## config.mk

```make
export PLATFORM = sky130hd
export DESIGN_NAME = clause_reduce_scheduler
export DESIGN_NICKNAME = d
export VERILOG_FILES = /design/src/rtl/clause_reduce_scheduler.sv
export SDC_FILE = /design/constraint.sdc
export NUM_CORES = 1
export LEC_CHECK = 0
export CAP_MARGIN = 30
export CORE_MARGIN = 10
export CORE_UTILIZATION = 55
export CTS_CLUSTER_SIZE = 40
export DETAILED_ROUTE_END_ITERATION = 8
export PLACE_DENSITY = 0.84
export SETUP_SLACK_MARGIN = 0.02
export SYNTH_ARGS = -nofsm -noshare
export SYNTH_HDL_FRONTEND = slang
export SYNTH_SLANG_ARGS = --single-unit
```

## constraint.sdc

```tcl
create_clock -name in_clk -period 10.4 [get_ports in_clk]
set_clock_uncertainty 0.2 [all_clocks]
set_input_delay 2.08 -clock in_clk [delete_from_list [all_inputs] [get_ports in_clk]]
set_output_delay 2.08 -clock in_clk [all_outputs]
set_load 0.05 [all_outputs]
```

## src/rtl/clause_reduce_scheduler.sv

```systemverilog
// Sequences one bound-computation pass over N clauses: issues one clause per cycle to the reducer,
// folds each reducer result (valid one cycle after issue) into running upper/lower bounds.
module clause_reduce_scheduler #(
  parameter int unsigned MAXIMUM_BIT_WIDTH_OF_COEFFICIENT    = 8,
  parameter int unsigned MAXIMUM_BIT_WIDTH_OF_VARIABLE_INDEX = 1,
  parameter int unsigned MAXIMUM_BIT_WIDTH_OF_CLAUSE_INDEX   = 2
) (
  input  logic                                           in_clk,
  input  logic                                           in_reset,
  input  logic                                           in_start,
  input  logic [MAXIMUM_BIT_WIDTH_OF_VARIABLE_INDEX-1:0] in_variable_index,
  input  logic [MAXIMUM_BIT_WIDTH_OF_CLAUSE_INDEX:0]     in_number_of_clauses,
  output logic [MAXIMUM_BIT_WIDTH_OF_CLAUSE_INDEX-1:0]   out_clause_index,
  output logic [MAXIMUM_BIT_WIDTH_OF_VARIABLE_INDEX-1:0] out_variable_index,
  output logic                                           out_reduce_enable,
  input  logic signed [MAXIMUM_BIT_WIDTH_OF_COEFFICIENT-1:0] in_bias,
  input  logic                                           in_sign,
  input  logic                                           in_active,
  output logic signed [MAXIMUM_BIT_WIDTH_OF_COEFFICIENT-1:0] out_upper_bound,
  output logic signed [MAXIMUM_BIT_WIDTH_OF_COEFFICIENT-1:0] out_lower_bound,
  output logic                                           out_upper_valid,
  output logic                                           out_lower_valid,
  output logic                                           out_infeasible,
  output logic                                           out_busy,
  output logic                                           out_done
);

  localparam int unsigned W  = MAXIMUM_BIT_WIDTH_OF_COEFFICIENT;
  localparam int unsigned VW = MAXIMUM_BIT_WIDTH_OF_VARIABLE_INDEX;
  localparam int unsigned CW = MAXIMUM_BIT_WIDTH_OF_CLAUSE_INDEX;

  localparam logic signed [W-1:0] BOUND_MAX = {1'b0, {(W-1){1'b1}}};
  localparam logic signed [W-1:0] BOUND_MIN = {1'b1, {(W-1){1'b0}}};

  typedef enum logic [1:0] {S_IDLE, S_ISSUE, S_DRAIN, S_DONE} state_t;

  state_t                r_state;
  state_t                w_next_state;
  logic                  w_accept;
  logic                  w_last;
  logic [CW-1:0]         r_k;
  logic [CW:0]           r_count;
  logic                  r_pending;
  logic                  r_enable;
  logic                  r_busy;
  logic                  r_done;
  logic                  r_infeasible;
  logic [VW-1:0]         r_variable_index;
  logic signed [W-1:0]   r_upper;
  logic signed [W-1:0]   r_lower;
  logic                  r_upper_valid;
  logic                  r_lower_valid;
  logic signed [W-1:0]   w_upper_nxt;
  logic signed [W-1:0]   w_lower_nxt;
  logic                  w_upper_valid_nxt;
  logic                  w_lower_valid_nxt;
  logic signed [W-1:0]   w_candidate;

  always_ff @(posedge in_clk) begin
    if (in_reset) r_state <= S_IDLE;
    else          r_state <= w_next_state;
  end

  always_comb begin
    w_next_state = r_state;
    w_accept     = 1'b0;
    w_last       = ((CW+1)'(r_k) + (CW+1)'(1)) == r_count;
    case (r_state)
      S_IDLE: begin
        if (in_start) begin
          w_accept     = 1'b1;
          w_next_state = (in_number_of_clauses == '0) ? S_DONE : S_ISSUE;
        end
      end
      S_ISSUE: if (w_last) w_next_state = S_DRAIN;
      S_DRAIN: w_next_state = S_DONE;
      S_DONE:  w_next_state = S_IDLE;
      default: w_next_state = S_IDLE;
    endcase
  end

  // Bound folding; negating the most negative bias would wrap, so it saturates instead.
  always_comb begin
    w_upper_nxt       = r_upper;
    w_lower_nxt       = r_lower;
    w_upper_valid_nxt = r_upper_valid;
    w_lower_valid_nxt = r_lower_valid;
    w_candidate       = (in_bias == BOUND_MIN) ? BOUND_MAX : -in_bias;
    if (w_accept) begin
      w_upper_nxt       = BOUND_MAX;
      w_lower_nxt       = BOUND_MIN;
      w_upper_valid_nxt = 1'b0;
      w_lower_valid_nxt = 1'b0;
    end else if (r_pending && in_active) begin
      if (in_sign) begin
        if (in_bias < r_upper) w_upper_nxt = in_bias;
        w_upper_valid_nxt = 1'b1;
      end else begin
        if (w_candidate > r_lower) w_lower_nxt = w_candidate;
        w_lower_valid_nxt = 1'b1;
      end
    end
  end

  always_ff @(posedge in_clk) begin
    if (in_reset) begin
      r_k              <= '0;
      r_count          <= '0;
      r_pending        <= 1'b0;
      r_enable         <= 1'b0;
      r_busy           <= 1'b0;
      r_done           <= 1'b0;
      r_infeasible     <= 1'b0;
      r_variable_index <= '0;
      r_upper          <= BOUND_MAX;
      r_lower          <= BOUND_MIN;
      r_upper_valid    <= 1'b0;
      r_lower_valid    <= 1'b0;
    end else begin
      r_enable      <= (w_next_state == S_ISSUE);
      r_busy        <= (w_next_state == S_ISSUE) || (w_next_state == S_DRAIN);
      r_done        <= (w_next_state == S_DONE);
      r_pending     <= (r_state == S_ISSUE);
      r_upper       <= w_upper_nxt;
      r_lower       <= w_lower_nxt;
      r_upper_valid <= w_upper_valid_nxt;
      r_lower_valid <= w_lower_valid_nxt;
      if (w_accept) begin
        r_k              <= '0;
        r_count          <= in_number_of_clauses;
        r_variable_index <= in_variable_index;
      end else if (r_state == S_ISSUE && !w_last) begin
        r_k <= r_k + CW'(1);
      end
      if (w_next_state == S_DONE && r_state != S_DONE)
        r_infeasible <= w_upper_valid_nxt && w_lower_valid_nxt && (w_lower_nxt > w_upper_nxt);
      else if (w_accept)
        r_infeasible <= 1'b0;
    end
  end

  assign out_clause_index   = r_k;
  assign out_variable_index = r_variable_index;
  assign out_reduce_enable  = r_enable;
  assign out_upper_bound    = r_upper;
  assign out_lower_bound    = r_lower;
  assign out_upper_valid    = r_upper_valid;
  assign out_lower_valid    = r_lower_valid;
  assign out_infeasible     = r_infeasible;
  assign out_busy           = r_busy;
  assign out_done           = r_done;

endmodule
```

### Word-level counts from Yosys, hierarchy flattened

Cells that the tools add are included.
W data, S select, Z words.

* memory bits (writable): 0
* bits in read-only memories: 0
* bits in registers: 31
* latch bits: 0
* memories: 0
* logic and storage cells: 62
* output and inout bits: 25

* shift-type cells: 0
* multipliers: 0
* eq/ne operators: 9
* reductions and logical operators: 11
* div/mod/pow operators: 0
* muxes and demuxes: 23
* bitwise gates (word level): 0
* add/subtract/negate cells: 3
* $lt $le $gt $ge: 3

Operators by type and width (count)
* $mux W8: 9
* $gt A8 B8 Y1: 2
* $mux W1: 10
* $eq A2 B2 Y1 const B: 4
* $eq A8 B8 Y1 const B: 1
* $lt A8 B8 Y1: 1
* $neg A8 Y8: 1
* $pmux W2 S4: 1
* $mux W2: 3
* $logic_and A1 B1 Y1: 5
* $eq A2 B1 Y1 const B: 2
* $add A2 B1 Y3 const B: 1
* $eq A3 B3 Y1: 1
* $logic_not A3 Y1: 1
* $add A2 B1 Y2 const B: 1
* $logic_not A2 Y1: 1
* $ne A2 B2 Y1 const B: 1
* $reduce_bool A2 Y1: 1
* $reduce_or A2 Y1: 1
* $logic_not A1 Y1: 1
* $logic_or A1 B1 Y1: 1

### Depth between registers and ports, before layout

Gate-level depths: netlist (run 1).

* word-level depth: 10
* depth in mapped cells: 18

### Worst setup path after synthesis (run 1)

No wires, ideal clock.

* kind: in2reg
* start point: input port in_bias[0]
* end point: register r_infeasible, in the netlist out_infeasible
* data arrival time: 5.118 ns
* setup time: 0.070 ns
* data required time: 10.130 ns
* cell stages on the path: 17
* buffers on the path: 0
* slack: 5.012 ns
* cell sequence: inv_1 > ha_1 > nor4bb_1 > nor2_1 > mux2i_1 > ha_1 > a21oi_1 > o22ai_1 > o31ai_4 > mux2_2 > nand2_1 > ha_1 > nand3_1 > nor3_1 > a2111oi_0 > o21ai_0 > a21oi_1

* cells in the longest elaborated chain, start to end: 10
* elaborated cells between the ends (all ways): 16
* classes of those cells: add/sub: 1; order compare: 3; eq/ne: 1; mux: 10; reduce/logical: 1

RTL lines
* start, declared: line 16 `input logic signed [MAXIMUM_BIT_WIDTH_OF_COEFFICIENT-1:0] in_bias,`
* $neg A8 Y8 or $eq A8 B8 Y1 (tied branches): line 88 `w_candidate = (in_bias == BOUND_MIN) ? BOUND_MAX : -in_bias;`
* $mux W8: line 88
* $gt A8 B8 Y1: line 99 `if (w_candidate > r_lower) w_lower_nxt = w_candidate;`
* $mux W8: line 99
* $mux W8: line 95 `if (in_sign) begin`
* $mux W8: line 94 `end else if (r_pending && in_active) begin`
* $mux W8: line 89 `if (w_accept) begin`
* $gt A8 B8 Y1 *: line 136 `r_infeasible <= w_upper_valid_nxt && w_lower_valid_nxt && (w_lower_nxt > w_upper_nxt);`
* $logic_and A1 B1 Y1 *: line 136
* $mux W1 *: line 135 `if (w_next_state == S_DONE && r_state != S_DONE)`
* end signal, assigned: line 136
* end, declared: line 47 `logic r_infeasible;`

Mark *: on every way between the ends. The rest lies on a longest branch, timed or not.
A chain may end at the register's enable or synchronous reset.

### Worst setup path in the final report (run 1)

Ends and elaborated chain as after synthesis.

==> flow_metrics.tcl, run 1 <==
set metrics [dict create \
    syn2layout_area_growth_pct 24.3 \
    numClockSinks 31 \
    root_buffer "clkbuf_8" \
    grt_pass1_wl_um 8820 \
    cts_max_level 2 \
    synth_top_area_share_pct 28.5 \
    ys_seq_area_share_pct 28.5 \
    portBuffers 41 \
    synth_area_leaders "dfxtp_1 28%, ha_1 15%, mux2i_1 7.3%, nor2_1 5.5%, nand2_1 4.5%" \
    min_period_over_period_pct 59.9 \
    slew-limit-headroom_pct 49.8 \
    drt-vias-per-instance 5.57 \
    grt_max_degree 20 \
    critPathMostFrequentCell "ha_1" \
    first_global_vias 1840 \
    yosysWarnings 0 \
    synth-main-ff-cell "dfxtp_1" \
    dieArea_mm2 0.00688 \
    worstPathRequired_ps 10410 \
    slew_violations 0 \
    synth_edf_count 0 \
    pin_count 42 \
    final.setup.tns_ps 0 \
    synthesis.area_mm2 0.00218 \
    ir_drop_uv 108 \
    max_cap_violations 0 \
    drt_first_iter_violations 125 \
    fin_area_mm2 0.00271 \
    powerDensity_mw_per_mm2 109 \
    synth_nets 296 \
    n_fill_cell 317 \
    clock.fmax_mhz 161 \
    critPathMaxFanout 8 \
    drc 0 \
    tightest_slew_ps 752 \
    post_cts_buffers 0 \
    cts_made_buffers 5 \
    gp_congestion 0.870 \
    rsz0062_at_grt "no" \
    gr-total-overflow 0 \
    async_flop_share_pct 0 \
    rows 22 \
    hold_viol 0 \
    dp_hpwl_um 4220 \
    hold_class "reg -> reg" \
    synthTopCellsByCount "32 x nor2_1, 31 x dfxtp_1, 27 x ha_1" \
    synth_cell_type_count 42 \
    setup_viol 0 \
    placeableCoreArea_mm2 0.00374 \
    layout.nets 338 \
    path_clk_slew_ps 60 \
    cp-start-kind "primary input" \
    yosysMostFrequentCell "nor2_1" \
    critPathMaxStageDelay_ps 530 \
    clock_latency_ps 300 \
    cts_resized 0 \
    die-height_um 83.0 \
    critPathTopFamily "compound AO/OA/AOI/OAI gates" \
    end_kind "flip-flop" \
    synth_top_area_cell "dfxtp_1" \
    cpMaxStageDelayCell "o31ai_4" \
    vias 1909 \
    chipWidth_um 83.0 \
    syn_inst 252 \
    synth_area_per_cell_um2 8.65 \
    outcome "complete, no violations" \
    power.leakage_uw 0.00119 \
    cts_tree "yes" \
    arrival_ps 6240 \
    clockBufferDepth 2 \
    grtUsageTotal_pct 15.1 \
    wl_per_cell_um 15.5 \
    fin_crit_ps 6230 \
    fin_util_pct 72.4 \
    crit_chain "clkdlybuf4s50_1, inv_1, ha_1, nor4bb_1, nor2_1, mux2i_1, ha_1, a21oi_1, o22ai_1, o31ai_4, mux2i_1, nor2_1, ha_1, nand4_1, nor3_1, a2111oi_0, o21ai_0, a21oi_1" \
    synth-seq-cells 31 \
    placed_cell_area_mm2 0.00262 \
    drive_gt1_share_pct 7.46 \
    worst-path-buf-inv 2 \
    crit_type "in -> reg" \
    diodes 0 \
    cts_hold_buf 0 \
    start_util_pct 58.2 \
    drt_first_pass_iters 4 \
    antenna_left 0 \
    antenna_found_initial 0 \
    totalWireLength_um 5320 \
]
-- cell type report --
type	instances	area, µm²	share of cell area, %
Clock inverter	3	20.0	0.739
Timing Repair Buffer	41	410	15.2
Inverter	24	90.1	3.33
Clock buffer	5	68.8	2.54
Tap cell	48	60.1	2.22
Multi-Input combinational cell	191	1440	53.1
Sequential cell	31	621	22.9
-- sequential cells by signal (all words and copies together) (netlist names) --
register / count
out_clause_index: 2
r_state: 2
out_lower_bound: 8
out_busy: 1
out_infeasible: 1
out_reduce_enable: 1
out_done: 1
r_count: 3
r_pending: 1
out_lower_valid: 1
out_variable_index: 1
out_upper_valid: 1
out_upper_bound: 8
-- routing by layer --
| layer | GRT usage [%] | vias up | share of wire (%) |
|---|---|---|---|
| met5 | 0 | - | 0 |
| met4 | 6.00 | 0 | 1.6 |
| met3 | 4.88 | 6 | 6.3 |
| met2 | 24.4 | 54 | 47 |
| met1 | 17.8 | 872 | 45 |
| li1 | - | 977 | - |
-- per-stage QoR --
stage / cells / setup slack, ps / power, µW / hold slack [ps]
CTS: 343 / 4220 / 297 / 258
global placement: 335 / 4010 / 201 / 244
global route: 343 / 3820 / 310 / 280
finish: 343 / 4170 / 296 / 259
floorplan: 252 / 5010 / 178 / 248
detailed placement: 335 / 3910 / 202 / 248
-- worst min-delay path, cell delays in order, from the launching register on --
cell and delay, ps:
dfxtp_1 310, nand2_1 50, a21oi_1 50
-- path summary, 6_finish.rpt --
check	slack (ps)	depth (start not counted)	from	endpoint
max	4170	18	in_bias[0]	out_infeasible
min	260	2	out_variable_index	out_variable_index
max reg2reg	7040	13	out_lower_bound[5]	out_infeasible
min reg2reg	260	2	out_variable_index	out_variable_index
-- layout by cell type (no fill, tap or decap), types with 4 or more instances in the layout --
cell	n
mux2i_1	16
a211oi_1	9
clkdlybuf4s50_1	41
nor2b_1	6
ha_1	27
nor2_1	32
nand4_1	5
a211o_2	4
o21a_1	7
clkbuf_8	5
nand2b_1	6
inv_1	24
dfxtp_1	31
a21oi_1	9
nand2_1	26
-- cells by family (layout without fill, tap and decap cells) --
kind of cell / Yosys count / after routing / synth area share (%)
buffers and inverters: 30 / 73 / 5.51
adders and majority gates: 27 / 27 / 15.5
AOI/OAI and AO/OA: 48 / 48 / 18.9
and+or+nand+nor: 91 / 91 / 20.2
muxes: 20 / 20 / 9.41
DFF: 31 / 31 / 28.5
xor gates and xnor gates: 5 / 5 / 2.01
-- power breakdown --
group	total, µW	internal, µW	switching [µW]
clock network	96.2	46.5	49.7
registers	128	124	3.70
logic	71.9	28.4	43.5
total	296	199	96.9
Note: power is estimated with default switching activity, not from simulation.
==> inputs of run 2 (changes only) <==
CORE_UTILIZATION = 47   (was 55)
PLACE_DENSITY = 0.76   (was 0.84)
clock period = 5.3 ns   (was 10.4 ns; I/O delays follow)
==> run 2 against run 1 <==
Net effect: register-to-register slack lost 5100 ps; routed wire length grew 5.8%; design area increased by 3.3%; first-iteration DRC count increased by 2.4%; cell count increased by 4.1%; via count rose by 1.4%; count of clock-buffer cells in the layout rose by 1; critical path depth up 1; non-clock buffer count rose by 10; core utilization shrank 9.0 points; sequential power grew 95%; sequential share of layout area down 0.74 points.
==> flow_metrics.tcl, run 2 (synthesis results as in run 1) <==
set metrics [dict create \
    outcome "complete, no violations" \
    min-delay-start "out_variable_index" \
    min_period_over_period_pct 94.4 \
    holdPathStages 2 \
    dp_hpwl_um 4500 \
    final_cell_mix "41 x clkdlybuf4s50_1, 32 x nor2_1, 31 x dfxtp_1" \
    dieArea_mm2 0.00776 \
    clock.fmax_mhz 200 \
    worstPathRequired_ps 5300 \
    rows 24 \
    vias 1936 \
    cts_made_buffers 5 \
    r2r_setup_slack_ps 1960 \
    fin_util_pct 63.4 \
    rsz0062_at_grt "no" \
    setup_slack_ps 299 \
    end_kind "flip-flop" \
    chipWidth_um 88.1 \
    fin_crit_ps 5000 \
    critPathMaxStageDelay_ps 510 \
    post_cts_buffers 0 \
    portBuffers 41 \
    critPathMaxFanout 5 \
    min_to "out_variable_index" \
    layout.nets 348 \
    root_buffer "clkbuf_8" \
    antenna_left 0 \
    final_cell_count_no_fill 357 \
    slew-limit-headroom_pct 51.0 \
    drt_first_pass_iters 4 \
    p_comb_share_pct 25.4 \
    drive_gt1_share_pct 11.1 \
    cts_resized 0 \
    power_frac_seq_pct 43.0 \
    max_cap_violations 0 \
    antenna_found_initial 0 \
    power.leakage_uw 0.00122 \
    cp-start-kind "primary input" \
    hold_viol 0 \
    drc 0 \
    arrival_ps 5010 \
    first_global_vias 1958 \
    clkPwrFrac_pct 31.6 \
    wl_per_cell_um 15.7 \
    placeableCoreArea_mm2 0.00441 \
    die-height_um 88.1 \
    crit_chain "clkdlybuf4s50_1, inv_1, ha_1, nor4bb_2, nor2_1, mux2i_2, ha_1, nand4_1, o22ai_1, o31ai_4, buf_4, mux2i_1, nor2_1, ha_1, nand3_1, nor3_1, a2111oi_0, o21ai_0, a21oi_1" \
    totalWireLength_um 5620 \
    cts_tree "yes" \
    hold_class "reg -> reg" \
    numClockSinks 31 \
    switching_power_uw 187 \
    syn2layout_area_growth_pct 28.4 \
    drt-vias-per-instance 5.42 \
    setup_viol 0 \
    critPathMostFrequentCell "ha_1" \
    grtUsageTotal_pct 14.9 \
    rr_worst_depth 12 \
    path_clk_slew_ps 70 \
    diodes 0 \
    dp_cells 349 \
    grt_max_degree 20 \
    final_common_cell "clkdlybuf4s50_1" \
    ir_drop_uv 201 \
    pre_cts_ws_ps 5.72 \
    r2r_end "out_infeasible" \
    cts_max_level 2 \
    cpMaxStageDelayCell "clkdlybuf4s50_1" \
    tightest_slew_ps 735 \
    slew_violations 0 \
    clockBufferDepth 2 \
    crit_start "in_bias[1]" \
    pin_count 42 \
    drt_first_iter_violations 128 \
    clock_latency_ps 280 \
    final.setup.tns_ps 0 \
    crit_type "in -> reg" \
    intPower_uw 395 \
    start_util_pct 49.4 \
    reg2reg_from "out_upper_bound[1]" \
    cts_hold_buf 0 \
    powerDensity_mw_per_mm2 208 \
    grt_pass1_wl_um 9310 \
    gp_congestion 0.900 \
    gr-total-overflow 0 \
    swShare_pct 32.1 \
]
-- run 2: power by group through the flow --
stage | combinational (µW) | sequential (µW) | clock (µW)
global placement | 144 | 255 | 0
floorplan | 72.3 | 276 | 0
detailed placement | 146 | 256 | 0
global route | 162 | 252 | 194
finish | 148 | 250 | 184
CTS | 147 | 251 | 187
-- run 2: stage by stage --
stage	hold slack, ps	power [µW]	area [µm²]
after floorplan	248	349	2180
after global placement	244	399	2700
after detailed placement	248	402	2700
after CTS	257	585	2790
after global routing	276	607	2800
final	256	582	2800
-- run 2: how the worst max path moves through the flow --
stage / endpoint / cells after the start
final: out_infeasible / 19
after floorplan: out_infeasible / 17
after global placement: out_infeasible / 19
after global routing: out_infeasible / 19
after detailed placement: out_infeasible / 19
after CTS: out_infeasible / 19
-- run 2: per-layer routing --
metal	GRT usage, %	routed length, µm
met5	0	0
met4	4.85	58
met3	2.60	258
met2	24.9	2680
met1	18.8	2620
-- run 2: worst max-delay path: cells and delay by family --
kind	cells	cell delay, ps
AOI/OAI and AO/OA	5	1000
adders and majority gates	3	870
buffers and inverters	3	810
muxes	2	490
and+or+nand+nor	6	760
-- run 2: area by class of cell --
cell class | instances | area [µm²]
fillers | 391 | 1620
multi-input cells | 191 | 1450
flip-flops and latches | 31 | 621
repair buffers | 51 | 485
inverters | 24 | 90.1
clock buffers | 6 | 72.6
well taps | 52 | 65.1
clock inverters | 2 | 12.5
==> inputs of run 3 (changes only) <==
CTS_CLUSTER_DIAMETER = 50   (was not set)
==> results of run 3 <==
The final DEF is identical to that of run 2; final timing and power are the same.
